==> config.mk <==
export PLATFORM = sky130hd
export DESIGN_NAME = neuron_mac
export DESIGN_NICKNAME = d
export VERILOG_FILES = /design/src/rtl/neuron_pkg.sv /design/src/rtl/neuron_sat_act.sv /design/src/rtl/neuron_mac.sv
export SDC_FILE = /design/constraint.sdc
export NUM_CORES = 1
export LEC_CHECK = 0
export BUFFER_PORTS_ARGS = -buffer_cell sky130_fd_sc_hd__buf_2
export CORE_UTILIZATION = 25
export CTS_CLUSTER_DIAMETER = 50
export DETAILED_ROUTE_END_ITERATION = 7
export GPL_TIMING_DRIVEN = 0
export SYNTH_ARGS = -nofsm -noshare
export SYNTH_HDL_FRONTEND = slang
export SYNTH_HIERARCHICAL = 1
export SYNTH_SLANG_ARGS = --single-unit
==> constraint.sdc <==
create_clock -name clk -period 6.3 [get_ports clk]
set_input_delay 0.315 -clock clk [delete_from_list [all_inputs] [get_ports clk]]
set_output_delay 0.315 -clock clk [all_outputs]
set_load 0.1 [all_outputs]
==> src/rtl/neuron_pkg.sv <==
// Shared types for the neuron MAC: FSM state encoding and activation-mode codes.
package neuron_pkg;

    typedef enum logic [1:0] {
        ST_IDLE  = 2'd0,
        ST_ACCUM = 2'd1,
        ST_OUT   = 2'd2
    } state_t;

    localparam logic ACT_IDENTITY = 1'b0;
    localparam logic ACT_RELU     = 1'b1;

endpackage

==> src/rtl/neuron_sat_act.sv <==
// Output stage: fixed-point rescale of the accumulator, clamp to DATA_W, optional ReLU.
module neuron_sat_act
    import neuron_pkg::*;
#(
    parameter int DATA_W     = 8,
    parameter int ACC_W      = 19,
    parameter int FRAC_SHIFT = 8
) (
    input  logic signed [ACC_W-1:0]  acc,
    input  logic                     act_mode,
    output logic signed [DATA_W-1:0] y,
    output logic                     sat
);

    localparam logic signed [ACC_W-1:0] MAX_V = {{(ACC_W-DATA_W+1){1'b0}}, {(DATA_W-1){1'b1}}};
    localparam logic signed [ACC_W-1:0] MIN_V = {{(ACC_W-DATA_W+1){1'b1}}, {(DATA_W-1){1'b0}}};

    logic signed [ACC_W-1:0]  shifted;
    logic signed [DATA_W-1:0] clamped;

    // out_sat reflects clamping only; ReLU zeroing never counts as saturation.
    always_comb begin
        shifted = acc >>> FRAC_SHIFT;
        sat     = 1'b0;
        clamped = DATA_W'(shifted);
        if (shifted > MAX_V) begin
            clamped = DATA_W'(MAX_V);
            sat     = 1'b1;
        end else if (shifted < MIN_V) begin
            clamped = DATA_W'(MIN_V);
            sat     = 1'b1;
        end
        y = ((act_mode == ACT_RELU) && clamped[DATA_W-1]) ? '0 : clamped;
    end

endmodule

==> src/rtl/neuron_mac.sv <==
// Single neuron: accumulates N_INPUTS x*weight beats on top of a scaled bias,
// then presents one saturated, activated result with a valid/ready handshake.
module neuron_mac
    import neuron_pkg::*;
#(
    parameter int DATA_W     = 8,
    parameter int N_INPUTS   = 4,
    parameter int FRAC_SHIFT = 8,
    parameter int ACC_W      = 2*DATA_W + $clog2(N_INPUTS) + 1
) (
    input  logic                     clk,
    input  logic                     rst,
    input  logic                     in_valid,
    output logic                     in_ready,
    input  logic signed [DATA_W-1:0] x,
    input  logic signed [DATA_W-1:0] weight,
    input  logic signed [DATA_W-1:0] bias,
    input  logic                     act_mode,
    output logic                     out_valid,
    input  logic                     out_ready,
    output logic signed [DATA_W-1:0] y,
    output logic                     out_sat
);

    localparam int CNT_W = $clog2(N_INPUTS + 1);

    state_t                    state;
    logic signed [ACC_W-1:0]   acc;
    logic signed [ACC_W-1:0]   acc_base;
    logic signed [ACC_W-1:0]   acc_next;
    logic signed [2*DATA_W-1:0] prod;
    logic [CNT_W-1:0]          cnt;
    logic                      act_lat;
    logic                      act_eff;
    logic                      accept;
    logic                      last_beat;
    logic signed [DATA_W-1:0]  y_next;
    logic                      sat_next;

    assign in_ready  = (state != ST_OUT);
    assign out_valid = (state == ST_OUT);
    assign accept    = in_valid && in_ready;

    // The first beat of a frame seeds the accumulator with the bias in the product's fixed-point scale.
    always_comb begin
        prod      = x * weight;
        acc_base  = (state == ST_IDLE) ? (ACC_W'(bias) <<< FRAC_SHIFT) : acc;
        acc_next  = acc_base + ACC_W'(prod);
        act_eff   = (state == ST_IDLE) ? act_mode : act_lat;
        last_beat = (state == ST_ACCUM) && (cnt == CNT_W'(N_INPUTS - 1));
    end

    neuron_sat_act #(
        .DATA_W     (DATA_W),
        .ACC_W      (ACC_W),
        .FRAC_SHIFT (FRAC_SHIFT)
    ) u_sat_act (
        .acc      (acc_next),
        .act_mode (act_eff),
        .y        (y_next),
        .sat      (sat_next)
    );

    // y/out_sat are captured from the final beat's sum so the result is ready one cycle later.
    always_ff @(posedge clk) begin
        if (rst) begin
            state   <= ST_IDLE;
            acc     <= '0;
            cnt     <= '0;
            act_lat <= ACT_IDENTITY;
            y       <= '0;
            out_sat <= 1'b0;
        end else begin
            case (state)
                ST_IDLE: begin
                    if (accept) begin
                        acc     <= acc_next;
                        act_lat <= act_mode;
                        cnt     <= CNT_W'(1);
                        state   <= ST_ACCUM;
                    end
                end
                ST_ACCUM: begin
                    if (accept) begin
                        acc <= acc_next;
                        cnt <= cnt + CNT_W'(1);
                        if (last_beat) begin
                            y       <= y_next;
                            out_sat <= sat_next;
                            state   <= ST_OUT;
                        end
                    end
                end
                ST_OUT: begin
                    if (out_ready) begin
                        state <= ST_IDLE;
                    end
                end
                default: state <= ST_IDLE;
            endcase
        end
    end

endmodule

---- After elaboration in Yosys (flattened, before gate mapping) ----
Index checks and enable logic that the tools add are counted.
operators by class
  multipliers ............................. 1
  reduce and logical (&&, ||, !) cells .... 11
  magnitude comparators ................... 2
  mux-type cells .......................... 15
  add/subtract/negate cells ............... 2
  equality and inequality tests ........... 8
operators with widths
  operator                                                                           number
  8-bit two-way mux                                                                  3
  19-bit by 16-bit adder with 19-bit output                                          1
  19-bit two-way mux                                                                 1
  8-bit by 8-bit multiplier with 16-bit output                                       1
  11-bit by 8-bit greater-than comparator with 1-bit output (second input constant)  1
  11-bit by 8-bit < comparator with 1-bit output (second input constant)             1
  2-bit two-way mux                                                                  4
  2-bit inequality test (second input constant)                                      4
  3-bit two-way mux                                                                  2
  2-bit case mux with 3 select lines                                                 1
  3-bit case mux with 2 select lines                                                 1
  3-bit AND reduction                                                                2
  2-bit AND reduction                                                                2
  4-bit AND reduction                                                                1
  3-bit by 1-bit adder with 3-bit output (second input constant)                     1
  3-bit by 2-bit == test with 1-bit output (second input constant)                   1
  1-bit logical AND                                                                  3
  1-bit two-way mux                                                                  3
  2-bit by 1-bit == test with 1-bit output (second input constant)                   1
  2-bit == test (second input constant)                                              1
  2-bit logical NOT                                                                  1
  2-bit by 1-bit inequality test with 1-bit output (second input constant)           1
  2-bit nonzero test                                                                 1
  2-bit OR reduction                                                                 1
storage, ports and cells
  output and inout port bits .............. 11
  flip-flop bits (word level) ............. 34
  word-level logic and storage cells ...... 45
  input bits .............................. 29

---- Longest topological paths before layout ----
Gate-level depths: netlist (run 1).
  word-level depth ........................ 8
  gate-level depth with buffers ........... 25
  gate-level depth less buffers ........... 22

---- Modules after synthesis ----
The synthesis (run 1) kept the hierarchy.
modules (own cells, without submodules)
  module          area an instance (um^2)  seq. area each (um^2)  times used  cells an instance
  neuron_mac      4830.9                   680.7                  1           543
  neuron_sat_act  216.5                    0.0                    1           30

---- Least setup slack after synthesis (run 1) ----
Ideal clock, no wire load.
  kind .................................... register to register
  start point ............................. reg state[1]
  end point ............................... reg y[4]
  setup slack ............................. 0.691 ns
  required time ........................... 6.230 ns
  cell stages (with the launch flop) ...... 23
  buffers on the path ..................... 2
  library setup time ...................... 0.070 ns
  clock period less this slack ............ 5.609 ns
  arrival time ............................ 5.539 ns
  cells stage by stage .................... dfxtp_1 > clkbuf_1 > nor2_1 > mux2i_1 > fa_1 > inv_1 > fa_1 > fa_1 > inv_1 > fa_1 > inv_1 > ha_1 > ha_1 > a21o_1 > a211o_1 > a31o_2 > o221ai_2 > xnor2_1 > buf_6 > a21boi_1 > a211oi_1 > nand2_1 > a21oi_1
between the ends
  longest elaborated chain between the ends .. 8
  elaborated cells between the ends (all ways) .. 15
  classes of those cells .................. add/sub (1); order compare (2); eq/ne (2); mux (5); reduce/logical (5)
ends and longest elaborated chain
  item                                            line                  RTL
  start: declaration                              neuron_mac.sv:27      state_t state;
  start signal: assignment                        neuron_mac.sv:67      state <= ST_IDLE;
  start signal: assignment                        neuron_mac.sv:80      state <= ST_ACCUM;
  start signal: assignment                        neuron_mac.sv:90      state <= ST_OUT;
  2-bit logical NOT *                             neuron_mac.sv:47      acc_base = (state == ST_IDLE) ? (ACC_W'(bias) <<< FRAC_SHIFT) : acc;
  19-bit two-way mux *                            neuron_mac.sv:47
  19-bit by 16-bit adder with 19-bit output *     neuron_mac.sv:48      acc_next = acc_base + ACC_W'(prod);
  via acc_next[17]                                neuron_mac.sv:30      logic signed [ACC_W-1:0] acc_next;
  11-bit by 8-bit < comparator with 1-bit output  neuron_sat_act.sv:29  end else if (shifted < MIN_V) begin
  8-bit two-way mux                               neuron_sat_act.sv:29
  8-bit two-way mux *                             neuron_sat_act.sv:26  if (shifted > MAX_V) begin
  1-bit logical AND                               neuron_sat_act.sv:33  y = ((act_mode == ACT_RELU) && clamped[DATA_W-1]) ? '0 : clamped;
  8-bit two-way mux *                             neuron_sat_act.sv:33
  via y_next[4]                                   neuron_mac.sv:37      logic signed [DATA_W-1:0] y_next;
  end signal: assignment                          neuron_mac.sv:88      y <= y_next;
  end: declaration                                neuron_mac.sv:21      output logic signed [DATA_W-1:0] y,
The timed path passes the listed nets; every way through them passes the cells marked *.
A chain may end at the register's enable or synchronous reset.

---- Worst setup path after layout (run 1) ----
  start point ............................. reg state[0]
  end point ............................... reg y[4]
Same word-level chain as after synthesis.

==> results of run 1 <==
==> area by class of cell <==
class | instances | area share (%)
Inverter | 101 | 6.66
Tap cell | 265 | 5.71
Multi-Input combinational cell | 419 | 67.6
Timing Repair Buffer | 46 | 4.36
Clock inverter | 1 | 0.0863
Buffer | 16 | 1.34
Sequential cell | 34 | 11.8
Clock buffer | 7 | 2.46
==> layout by cell type (no fill, tap or decap), drive strengths merged, types with 3 or more instances in the layout <==
cell,n
nor2b,5
buf,52
inv,98
xor2,4
nand2,84
mux2i,7
o211ai,3
nor4,8
fa,84
a21o,3
a22o,3
clkbuf,17
o21ai,11
nand2b,5
a211oi,11
nor3,3
nor3b,3
nand3,5
and2,33
o21a,3
dfxtp,34
a21oi,34
a21boi,8
ha,46
nor2,23
xnor2,14
==> stage by stage <==
stage                     TNS, ns  cell area (um2)  cells
after floorplan                 0             5040    572
after global placement      -1.52             5560    874
final                           0             5800    889
after global routing            0             5800    889
after detailed placement    -1.84             5560    874
after CTS                       0             5720    881
==> worst max-delay path by stage <==
stage / cells past startpoint / from / end
final: 21 / state[0] / y[4]
after global routing: 20 / state[0] / y[4]
after CTS: 20 / state[1] / y[4]
after detailed placement: 20 / state[1] / out_sat
after global placement: 20 / state[1] / out_sat
after floorplan: 22 / state[1] / y[4]
==> per-layer routing <==
metal  vias to the layer above  GRT usage (%)  wire (um)
met5                         -              0          0
met4                         0           2.02         55
met3                         6           1.95        495
met2                        60           18.2       4920
met1                      1893           18.8       6150
li1                       1917              -          -
==> timing repair <==
item,4_1_cts,5_1_grt
setup endpoints to repair,9,9
gates resized for setup,3,5
endpoints found under the hold margin,0,0
pin swaps,0,1
buffers inserted,0,9
==> state kept, by name, summed over array words and instances, names as in the netlist <==
register  count
y             8
cnt           3
out_sat       1
acc          19
act_lat       1
state         2
==> results.yml, run 1 <==
outcome:
  status: "complete, no violations"
worst_setup_path:
  worstPathArrival_ns: 6.18
  r2r_start: "state[0]"
  worstPathRequired_ns: 6.52
  cp_top_family: "adder cells"
  startpoint_type: "flop"
  cpPeakStageDelay_ns: 0.53
  worstPathCellList: "buf_2, nor2_4, buf_4, mux2i_1, fa_1, inv_1, fa_1, fa_1, fa_1, ha_1, ha_1, nor3_1, nor2_1, a311o_1, o31ai_2, xnor2_1, buf_4, nand3b_2, a211oi_1, nand2_1, a21oi_1"
  r2r_cells: 21
  r2r-end: "y[4]"
  crit_path_frequent_cell: "fa_1"
  reg2reg_slack_ns: 0.34
  critPathSlowestCell: "fa_1"
  cp-end-kind: "flop"
  path_max_fanout: 10
  path_class: "reg2reg"
  worst-path-buf-inv: 4
global_route:
  overflow: 0
  grt_max_degree: 14
  grt_pass1_wl_mm: 19.9
  grtUsageTotal_pct: 12.3
  antenna_found_initial: 0
  grt_pass1_vias: 3937
routing:
  drtAntennaViolNets: 0
  wire_per_inst_um: 13.1
  post-route-drc-count: 0
  wl_mm: 11.6
  num_vias: 3876
  dr.pass1.iters: 4
  drtIter0Drc: 179
  viasPerCell: 4.36
min_path:
  min_from: "in_valid"
  hold_class: "in2reg"
  holdPathEnd: "state[0]"
  holdPathStages: 2
timing:
  rsz0062_at_grt: "false"
  tightest_slew_ns: 0.551
  post-route-min-period_ns: 5.96
  finalMaxSlewViolations: 0
  timing.slew.headroom_pct: 63.3
  period_share_pct: 94.7
  fin_hold_ws_ns: 0.294
  fmax_mhz: 168
  setup_ws_ns: 0.336
  fin_worst_skew_ns: 0.00508
  setup_viol: 0
  hold_viol: 0
cts:
  ctsHtreeMaxLevel: 2
  cts_tree: "done"
  cts_root_buf: "clkbuf_16"
  insertion_delay_ns: 0.28
  cts_sinks: 34
  cts_made_buffers: 5
  clk_path_buf_depth: 2
  clkTransAtPathRegs_ns: 0.06
  ctsHoldBuffers: 0
floorplan:
  dieArea_um2: 20700
  die_width_um: 144
  rows: 51
  initial_utilization_pct: 25.7
  ioPinCount: 40
  core_um2: 19600
  die_h_um: 144
placed_design:
  finalWeightedCongestion: 0.794
  port_buffers: 37
  pre_cts_slack_ns: -0.267
  post-dp-hpwl_mm: 9.68
final_layout:
  final.fill_count: 2133
  multiInputGateArea_um2: 3920
  final_nets: 782
  register_area_um2: 682
  antenna_cells: 0
  utilization_pct: 29.6
  drive_gt1_share_pct: 11.2
  area_growth_pct: 15.0
yosys:
  syn_inst: 572
  synth_area_per_cell_um2: 8.82
  syn_nets: 731
  ys_warn_count: 6
  synth.cell_area_um2: 5040
run:
  drv_cap: 0
Power of run 1 is not shown: default switching activity piles up to over one toggle a cycle in this logic, so the estimate is an artifact.
==> inputs of run 2 (changes only) <==
--- a/config.mk
+++ b/config.mk
@@ -10,7 +10,7 @@
 export CTS_CLUSTER_DIAMETER = 50
 export DETAILED_ROUTE_END_ITERATION = 7
 export GPL_TIMING_DRIVEN = 0
+export MAX_ROUTING_LAYER = met4
 export SYNTH_ARGS = -nofsm -noshare
 export SYNTH_HDL_FRONTEND = slang
-export SYNTH_HIERARCHICAL = 1
 export SYNTH_SLANG_ARGS = --single-unit
==> constraint.sdc (replaced) <==
create_clock -name clk -period 5.25 [get_ports clk]
set_input_delay 0.2625 -clock clk [delete_from_list [all_inputs] [get_ports clk]]
set_output_delay 0.2625 -clock clk [all_outputs]
set_load 0.1 [all_outputs]
==> results.yml, run 2 <==
outcome:
  status: "finished with violations"
  violations: "setup timing"
worst_setup_path:
  worstPathRequired_ns: 5.41
  worstPathArrival_ns: 5.59
  path_max_fanout: 6
  r2r_start: "state[1]"
  critPathLaunch: "state[1]"
  path_class: "reg2reg"
  startpoint_type: "flop"
  cp-end-kind: "flop"
timing:
  fmax_mhz: 184
  fin_hold_ws_ns: 0.251
  setup_ws_ns: -0.186
  tightest_slew_ns: 0.510
  period_share_pct: 104
  finalMaxSlewViolations: 0
  post-route-min-period_ns: 5.44
  timing.slew.headroom_pct: 66.0
  hold_viol: 0
  rsz0062_at_grt: "true"
  setup_viol: 8
  fin_worst_skew_ns: 0.00262
cts:
  cts_tree: "done"
  cts_sinks: 34
  ctsHtreeMaxLevel: 2
  clkTransAtPathRegs_ns: 0.05
  cts_root_buf: "clkbuf_16"
  cts_made_buffers: 5
  ctsHoldBuffers: 0
  insertion_delay_ns: 0.27
  clk_path_buf_depth: 2
global_route:
  antenna_found_initial: 0
  grt_max_degree: 11
  overflow: 0
  grt_pass1_vias: 3723
  grt_pass1_wl_mm: 19.2
  grtUsageTotal_pct: 12.6
placed_design:
  post-dp-hpwl_mm: 9.27
  place_inst: 829
  finalWeightedCongestion: 0.773
  port_buffers: 38
run:
  drv_cap: 0
final_layout:
  final_cell_mix: "inv_1, fa_1, nand2_1, buf_2, and2_1"
  largest_register: "acc"
  largest_registers: "acc (19), y (8), cnt (3)"
  antenna_cells: 0
  utilization_pct: 31.6
  area_growth_pct: 22.7
  final_nets: 745
  largest_reg_flops: 19
  final_common_cell: "inv_1"
  fin_cells: 845
  drive_gt1_share_pct: 18.1
floorplan:
  initial_utilization_pct: 25.8
  ioPinCount: 40
  dieArea_um2: 20000
  core_um2: 18800
  rows: 50
  die_h_um: 141
  die_width_um: 141
yosys:
  synth_common_cells: "inv_1, fa_1, nand2_1, ha_1, and2_1"
  synth-seq-cells: 34
  synth.cell_area_um2: 4850
  syn_inst: 531
  synth-edff-count: 0
  ys_types: 46
  ys_seq_area_share_pct: 14.0
  async_flop_share_pct: 0
  synth_area_leaders: "fa_1, dfxtp_1, ha_1, inv_1, nand2_1"
  synth_area_per_cell_um2: 9.14
  synth_top_area_share_pct: 34.7
  synth_ff_type: "dfxtp_1"
  syn_nets: 690
  yosysTopAreaCell: "fa_1"
  ys_warn_count: 0
  synthMostInstantiatedCell: "inv_1"
routing:
  post-route-drc-count: 0
  num_vias: 3632
  dr.pass1.iters: 4
  wl_mm: 11.2
  viasPerCell: 4.30
  wire_per_inst_um: 13.3
  drtIter0Drc: 116
  drtAntennaViolNets: 0
min_path:
  hold_class: "in2reg"
  min_from: "out_ready"
run 2: cell type report:
cell class                      instances  area (um2)
Buffer                                 11        67.6
Timing Repair Buffer                   50         280
Fill cell                            2001       12900
Clock buffer                            6         139
Inverter                               92         353
Multi-Input combinational cell        392        4100
Tap cell                              260         325
Sequential cell                        34         683
run 2: through the flow:
stage	TNS, ns	cell area, um2	setup slack [ns]
6_report	-1.31	5950	-0.186
5_1_grt	-3.20	5950	-0.376
4_1_cts	-1.57	5930	-0.216
3_5_place_dp	-6.62	5450	-0.668
3_3_place_gp	-6.65	5450	-0.697
2_1_floorplan	0	4930	0.0108
run 2: final timing paths:
check,end,slack [ns],cells after the start
min reg2reg,acc[0],0.45,2
max,y[5],-0.19,17
min,state[1],0.25,3
max reg2reg,y[5],-0.19,17
run 2: layer usage:
metal | vias to the layer above | wire, um | track usage, % | share of wire [%]
met4 | 0 | 13 | 1.14 | 0.12
met2 | 68 | 5010 | 19.0 | 45
li1 | 1794 | - | - | -
met5 | - | 0 | - | 0
met1 | 1768 | 5820 | 18.8 | 52
met3 | 2 | 389 | 1.32 | 3.5
run 2: logic make-up after synthesis:
group / count (synthesis) / share of synthesized area [%]
AOI/OAI and AO/OA: 68 / 9.18
xor gates and xnor gates: 19 / 3.97
adders and majority gates: 130 / 46.5
buffers and inverters: 105 / 8.15
DFF: 34 / 14.0
muxes: 8 / 1.65
and+or+nand+nor: 167 / 16.5
run 2: repair_timing:
item,in CTS,in global routing
resized for setup,40,7
pin swaps,33,11
buffers inserted,11,2
setup endpoints to repair,14,11
run 2: critical path: stages (launching register included):
cell,delay (ns)
dfxtp_2,0.39
nor2_4,0.07
buf_12,0.15
mux2i_4,0.19
fa_1,0.55
inv_2,0.04
fa_1,0.46
fa_1,0.54
fa_1,0.46
ha_4,0.27
ha_4,0.16
or4_4,0.53
o221ai_4,0.18
nor2_1,0.08
o41a_1,0.49
xnor2_4,0.30
a21boi_4,0.13
a221o_1,0.33
Power of run 2 is left out for the same reason.
